===== src/rtl/scanline_mode_ctrl.sv =====
// Scanline mode sequencer: validates host/preset requests, applies them to scnl_sw on a vsync edge.
// Latency: the new mode appears on the clock edge that samples the vsync edge (or the watchdog expiry).
// Backpressure: cfg_ready is low while a change is pending; requests then are dropped. Watchdog: SCANLINE_MODE_CTRL_TIMEOUT_EN.
module scanline_mode_ctrl #(
   parameter logic [3:0] DEFAULT_MODE   = 4'd0,
   parameter bit         VS_ACTIVE_HIGH = 1'b1,
   parameter int         TIMEOUT_CYCLES = 2000000
) (
   input  logic       clk_vid,
   input  logic       reset_n,
   input  logic       cfg_valid,
   input  logic [3:0] cfg_mode,
   output logic       cfg_ready,
   input  logic       cycle_req,
   input  logic       core_vs,
   output logic [3:0] scnl_sw,
   output logic       busy,
   output logic       applied,
   output logic       cfg_err,
   output logic [3:0] preset_idx
);

   typedef enum logic {IDLE, PENDING} state_t;

   localparam logic VS_LVL = VS_ACTIVE_HIGH;

   function automatic logic [3:0] idx_to_mode(input logic [3:0] i);
      case (i)
         4'd0: return 4'd0;
         4'd1: return 4'd1;
         4'd2: return 4'd2;
         4'd3: return 4'd3;
         4'd4: return 4'd4;
         4'd5: return 4'd8;
         4'd6: return 4'd12;
         4'd7: return 4'd5;
         4'd8: return 4'd10;
         4'd9: return 4'd15;
         default: return 4'd0;
      endcase
   endfunction

   function automatic logic mode_legal(input logic [3:0] m);
      case (m)
         4'd0, 4'd1, 4'd2, 4'd3, 4'd4, 4'd8, 4'd12, 4'd5, 4'd10, 4'd15: return 1'b1;
         default: return 1'b0;
      endcase
   endfunction

   function automatic logic [3:0] mode_index(input logic [3:0] m);
      case (m)
         4'd0:  return 4'd0;
         4'd1:  return 4'd1;
         4'd2:  return 4'd2;
         4'd3:  return 4'd3;
         4'd4:  return 4'd4;
         4'd8:  return 4'd5;
         4'd12: return 4'd6;
         4'd5:  return 4'd7;
         4'd10: return 4'd8;
         4'd15: return 4'd9;
         default: return 4'd0;
      endcase
   endfunction

   state_t     state, next_state;
   logic       vs_q;
   logic       vs_edge;
   logic       timeout_hit;
   logic       apply;
   logic       err_d;
   logic [3:0] pending, pending_d;
   logic [3:0] next_idx;

   assign vs_edge  = (core_vs == VS_LVL) && (vs_q != VS_LVL);
   assign next_idx = (preset_idx == 4'd9) ? 4'd0 : preset_idx + 4'd1;

`ifdef SCANLINE_MODE_CTRL_TIMEOUT_EN
   localparam int WD_W = $clog2(TIMEOUT_CYCLES + 1);
   localparam logic [WD_W-1:0] WD_LAST = WD_W'(TIMEOUT_CYCLES - 1);

   logic [WD_W-1:0] wdog;

   // Held at zero in IDLE so every PENDING stay starts counting from zero.
   always_ff @(posedge clk_vid or negedge reset_n) begin
      if (!reset_n)
         wdog <= '0;
      else if (state == IDLE)
         wdog <= '0;
      else
         wdog <= wdog + 1'b1;
   end

   assign timeout_hit = (state == PENDING) && (wdog == WD_LAST);
`else
   // Without the watchdog PENDING waits for vsync forever; the limit can never be reached.
   assign timeout_hit = (TIMEOUT_CYCLES < 0);
`endif

   always_comb begin
      next_state = state;
      pending_d  = pending;
      cfg_ready  = 1'b0;
      busy       = 1'b0;
      apply      = 1'b0;
      err_d      = 1'b0;
      case (state)
         IDLE: begin
            cfg_ready = 1'b1;
            // A host request always wins over a simultaneous preset step, legal or not.
            if (cfg_valid) begin
               if (mode_legal(cfg_mode)) begin
                  pending_d  = cfg_mode;
                  next_state = PENDING;
               end else begin
                  err_d = 1'b1;
               end
            end else if (cycle_req) begin
               pending_d  = idx_to_mode(next_idx);
               next_state = PENDING;
            end
         end
         PENDING: begin
            busy = 1'b1;
            if (vs_edge || timeout_hit) begin
               apply      = 1'b1;
               next_state = IDLE;
            end
         end
         default: next_state = IDLE;
      endcase
   end

   always_ff @(posedge clk_vid or negedge reset_n) begin
      if (!reset_n) begin
         state      <= IDLE;
         vs_q       <= VS_LVL;
         pending    <= '0;
         scnl_sw    <= DEFAULT_MODE;
         preset_idx <= mode_index(DEFAULT_MODE);
         applied    <= 1'b0;
         cfg_err    <= 1'b0;
      end else begin
         state   <= next_state;
         vs_q    <= core_vs;
         pending <= pending_d;
         applied <= apply;
         cfg_err <= err_d;
         if (apply) begin
            scnl_sw    <= pending;
            preset_idx <= mode_index(pending);
         end
      end
   end

endmodule


===== config.mk =====
export PLATFORM = sky130hd
export DESIGN_NAME = scanline_mode_ctrl
export DESIGN_NICKNAME = d
export VERILOG_FILES = /design/src/rtl/scanline_mode_ctrl.sv
export SDC_FILE = /design/constraint.sdc
export NUM_CORES = 1
export LEC_CHECK = 0
export CELL_PAD_IN_SITES_DETAIL_PLACEMENT = 1
export CELL_PAD_IN_SITES_GLOBAL_PLACEMENT = 1
export CORE_MARGIN = 2
export CORE_UTILIZATION = 35
export DETAILED_ROUTE_END_ITERATION = 16
export PLACE_DENSITY = 0.75
export SLEW_MARGIN = 10
export SYNTH_ARGS = -nofsm -noshare
export SYNTH_HDL_FRONTEND = slang
export SYNTH_SLANG_ARGS = --single-unit

===== constraint.sdc =====
create_clock -name clk_vid -period 1.9 [get_ports clk_vid]
set_clock_uncertainty 0.1 [all_clocks]
set_input_delay 0.38 -clock clk_vid [delete_from_list [all_inputs] [get_ports clk_vid]]
set_output_delay 0.38 -clock clk_vid [all_outputs]
set_load 0.01 [all_outputs]

# == Word level (Yosys, flattened, before mapping) ==
# Memories as Yosys holds them, arrays and structs flattened. A register that Yosys moved wholly into a read port is not among the register bits.
# Index checks and enable logic that the tools add are counted.
# word_totals
out_inout_bits,12
input_bits,9
n_memories,3
wordCells,36
mem_bits_ro,144
latchBits,0
regBits,12
mem_bits_rw,0
# op_classes
n_eq_ne,2
n_addsub,1
order_cmp,0
reduce_logical,4
bitwise_logic,2
mul,0
mux,18
shift,0
div,0
# memory_table
name,words,word_bits,read_ports,rd_clocked_by_memory_dff,wr,line_no,source
(name not given),16,4,1,1,0,51,case (m)
(name not given),16,4,1,0,0,28,case (i)
(name not given),16,1,1,0,0,44,case (m)
# op_table
operator,count
2-to-1 mux 4 bit,4
2-to-1 mux 1 bit,13
"adder 4 x 1 -> 4 bit, second input constant",1
"== test 4 bit, second input constant",1
AND reduction 3 bit,1
"inequality test 2 x 1 -> 1 bit, second input constant",1
inverter 1 bit,2
one-hot mux 1 bit (2 select lines),1
nonzero test 2 bit,1
logical AND 1 bit,1
logical NOT 1 bit,1

# == Logic depth before layout (Yosys ltp) ==
# An unclocked memory read counts as a cell.
# depth
ltp_word,6
mapped_depth,6
ltp_nobuf,4

# == Least setup slack after synthesis ==
# No wires, ideal clock.
# synth_path
kind,input to register
from,input cfg_mode[3]
to,register pending[1]
cell_stages,4
n_path_buf,0
t_arrival_ns,1.302
setup_ns,0.125
setup_slack_ns,0.373
cell_sequence,nand2_1 xor2_1 a211oi_4 mux2_2
# synth_via
elab_chain_cells,5
# synth_rtl
item,line_no,source
"start, declared",12,"input logic [3:0] cfg_mode,"
memory read (16 x 1 bit),n/a,
2-to-1 mux 1 bit,111,if (cfg_valid) begin
2-to-1 mux 1 bit,107,case (state)
inequality test 2 x 1 -> 1 bit (no source line),n/a,
AND reduction 3 bit (no source line),n/a,
"end signal, assigned",146,pending <= pending_d;
"end, declared",72,"logic [3:0] pending, pending_d;"
# No other way between the ends. The select of a mux whose other input is x is not followed.
# A chain may end at the register's enable or synchronous reset.

# == Worst setup path in the final report ==
# layout_path
from,register preset_idx[1]
to,output preset_idx[1]
# layout_rtl
item,line_no,source
"start, declared",20,output logic [3:0] preset_idx
# No word-level cell between the ends.

==> flow_summary_export.csv <==
group,metric,value,unit
status,status,"completed",
setup_path,cp-startpoint,"preset_idx[1]",
setup_path,r2r-start,"preset_idx[2]",
floorplan,die_h,52.9,µm
sta,fin_hold_ws,0.245,ns
clock_tree,ctsRootBufferMaster,"clkbuf_4",
floorplan,ioPinCount,21,
cells_and_area,nets,123,
setup_path,worst-path-buf-inv,1,
floorplan,rows,17,
yosys,synth_edf_count,0,
setup_path,r2r_end,"pending[3]",
drt,firstDrtPassIters,2,
sta,period_minus_slack,1.80,ns
setup_path,critical_path_class,"reg -> out",
sta,slew_headroom,67.6,%
clock_tree,clock-sinks,16,
global_route,grt_pass1_wl,3330,µm
sta,rsz0062_at_grt,"no",
drt,ant_nets,0,
pwr,p_per_area,1420,nW/µm²
yosys,synth_top_area_cell,"dfrtp_1",
cells_and_area,drive_above_1_share,23.0,%
cells_and_area,fin_util,51.1,%
clock_tree,tritoncts,"built",
setup_path,crit_chain,"clkdlybuf4s50_1",
drt,vias_per_cell,5.11,
clock_tree,cts_buffers,3,
yosys,syn_inst,86,
sta,fin_crit_sh,94.9,%
sta,tns,0,ns
place,gp_congestion,0.652,
floorplan,die_w,52.9,µm
global_route,antenna_found_initial,0,
global_route,grt_max_degree,11,
job,drv_cap,0,
drt,drt_iter0_drc,8,
setup_path,max_stage_delay,0.56,ns
pwr,irDropWorstVdd,0.746,mV
clock_tree,h-tree-depth,1,
global_route,grt_pass1_vias,761,
cells_and_area,multi_input_area,387,µm²
yosys,synth_area_leaders,"dfrtp_1 45%, mux2_2 8.1%, nand2_1 4.9%, o21ai_0 4.2%, dfstp_2 3.1%",
floorplan,dieArea,2790,µm²
sta,timing.fmax,555,MHz
yosys,syn-num-nets,95,
yosys,synth_cell_types,28,
yosys,ys_ff_latch,16,
cells_and_area,seq_area,405,µm²
floorplan,core-area,2230,µm²
place,dpl_cell_area,1110,µm²
floorplan,start_util,37.4,%
drt,routed_wl,2120,µm
cells_and_area,fin_cells,141,
place,place_inst,137,
yosys,synth_flop_cell,"dfrtp_1",
setup_path,ff2ff_path_depth,4,
sta,finalHoldViolations,0,
setup_path,worstSetupPathDepth,1,
sta,finalSetupViolations,0,
yosys,yosys_warnings,0,
clock_tree,clk_latency,0.29,ns
yosys,synth_top_area_share,44.9,%
drt,wl_per_cell,15.0,µm
yosys,postSynthAreaPerCell,9.72,µm²
yosys,seq_area_frac_synth,48.1,%
worst_hold_path,holdCritPathClass,"in -> async",
setup_path,critPathTopFamily,"buffers and inverters",
drt,drc_errors,0,
clock_tree,cts.clk_slew.worst_paths,0.10,ns
setup_path,reg2reg_slack,0.38,ns
cells_and_area,nFillCells,266,
sta,worst_pin_slew,0.474,ns
setup_path,crit_fanout,9,
clock_tree,ctsHoldBuffers,0,
sta,drv_slew,0,
setup_path,cp.arrival,1.32,ns
place,dp_hpwl,1530,µm
setup_path,slowest_stage,"clkdlybuf4s50_1",
place,io_buffers,20,
yosys,netlist_area,836,µm²
setup_path,critPathLaunchType,"flop",
setup_path,crit_end,"preset_idx[1]",
clock_tree,cts.path.max_buffers,2,
cells_and_area,diodes,0,
pwr,p_leak,0.498,nW
yosys,synthArstFlopShare,100,%
drt,num_vias,720,
cells_and_area,final_area,1140,µm²
setup_path,end_kind,"output pin",
clock_tree,post_cts_buffers,0,
setup_path,cp.required,1.42,ns
global_route,grt-ovfl-total,0,
cells_and_area,area_growth,36.7,%
global_route,track_usage,17.0,%
## synthesized netlist by cell type (all sizes together), types with 2 or more instances
cell / n
nand3: 2
nor2: 5
a21oi: 5
clkbuf: 4
o21ai: 7
xor2: 2
nor2b: 2
inv: 5
nand2: 11
xnor2: 2
mux2: 6
nand2b: 3
buf: 2
a31oi: 4
dfrtp: 15
## logic make-up (layout without fill, tap and decap cells)
| family | count (synthesis) | after routing | share of synthesized area (%) |
|---|---|---|---|
| AOI/OAI and AO/OA | 20 | 20 | 15.6 |
| xor gates and xnor gates | 4 | 4 | 4.19 |
| buffers and inverters | 11 | 38 | 5.69 |
| DFF | 16 | 16 | 48.1 |
| muxes | 7 | 7 | 9.28 |
| and+or+nand+nor | 28 | 28 | 17.2 |
## flip-flops by register name, summed over array words and instances, names as in the netlist
register	cells
pending	4
vs_q	1
applied	1
state	1
cfg_err	1
preset_idx	4
scnl_sw	4
## routing by layer
metal	vias to the layer above	part of all wire (%)	GRT usage, %
met4	0	2.2	8.97
met2	20	51	29.6
met1	349	42	19.6
met3	6	4.4	3.11
met5	-	0	0
li1	345	-	-
## cell type report
cell class,instances,share of cell area (%)
Inverter,5,1.64
Timing Repair Buffer,29,23.7
Sequential cell,16,35.5
Tap cell,28,3.07
Multi-Input combinational cell,59,33.8
Clock buffer,4,2.30
## power breakdown
part / internal [mW] / total [mW] / switching [mW] / leakage, nW
registers: 0.479 / 0.687 / 0.208 / 0.195
logic: 0.430 / 0.739 / 0.309 / 0.288
clock network: 0.0817 / 0.200 / 0.118 / 0.0150
## stage by stage
stage	setup WS, ns	total power [mW]
floorplan	0.373	1.08
global placement	-0.111	1.39
detailed placement	-0.162	1.42
CTS	0.0265	1.63
global route	0.0384	1.76
finish	0.0976	1.63
## worst min path at each step
stage          slack, ns          to        from
3_3_place_gp        0.37  scnl_sw[0]  scnl_sw[0]
3_5_place_dp        0.37  scnl_sw[0]  scnl_sw[0]
2_1_floorplan      -0.02     applied     reset_n
6_report            0.25  pending[3]     reset_n
5_1_grt             0.25  pending[2]     reset_n
4_1_cts             0.25  pending[1]     reset_n
## timing repair
action                     CTS  global route
hold endpoints to repair     0             0
pin swaps                    0             0
setup endpoints to repair    1             2
gates resized for setup      1             3
## layout by cell type (no fill, tap or decap), types with 2 or more instances in the layout
cell type / netlist / final
a31oi_1: 4 / 4
xor2_1: 2 / 2
nand3_1: 2 / 2
a21oi_1: 5 / 5
o21ai_0: 7 / 7
inv_1: 5 / 5
nand2_1: 11 / 11
mux2_2: 6 / 6
clkbuf_4: 0 / 3
dfrtp_1: 15 / 12
xnor2_1: 2 / 2
clkdlybuf4s50_1: 0 / 19
nor2_1: 5 / 5
buf_4: 1 / 9
dfrtp_2: 0 / 3
nand2b_1: 3 / 3
nor2b_1: 2 / 2
Power figures use the tool's default switching activity.
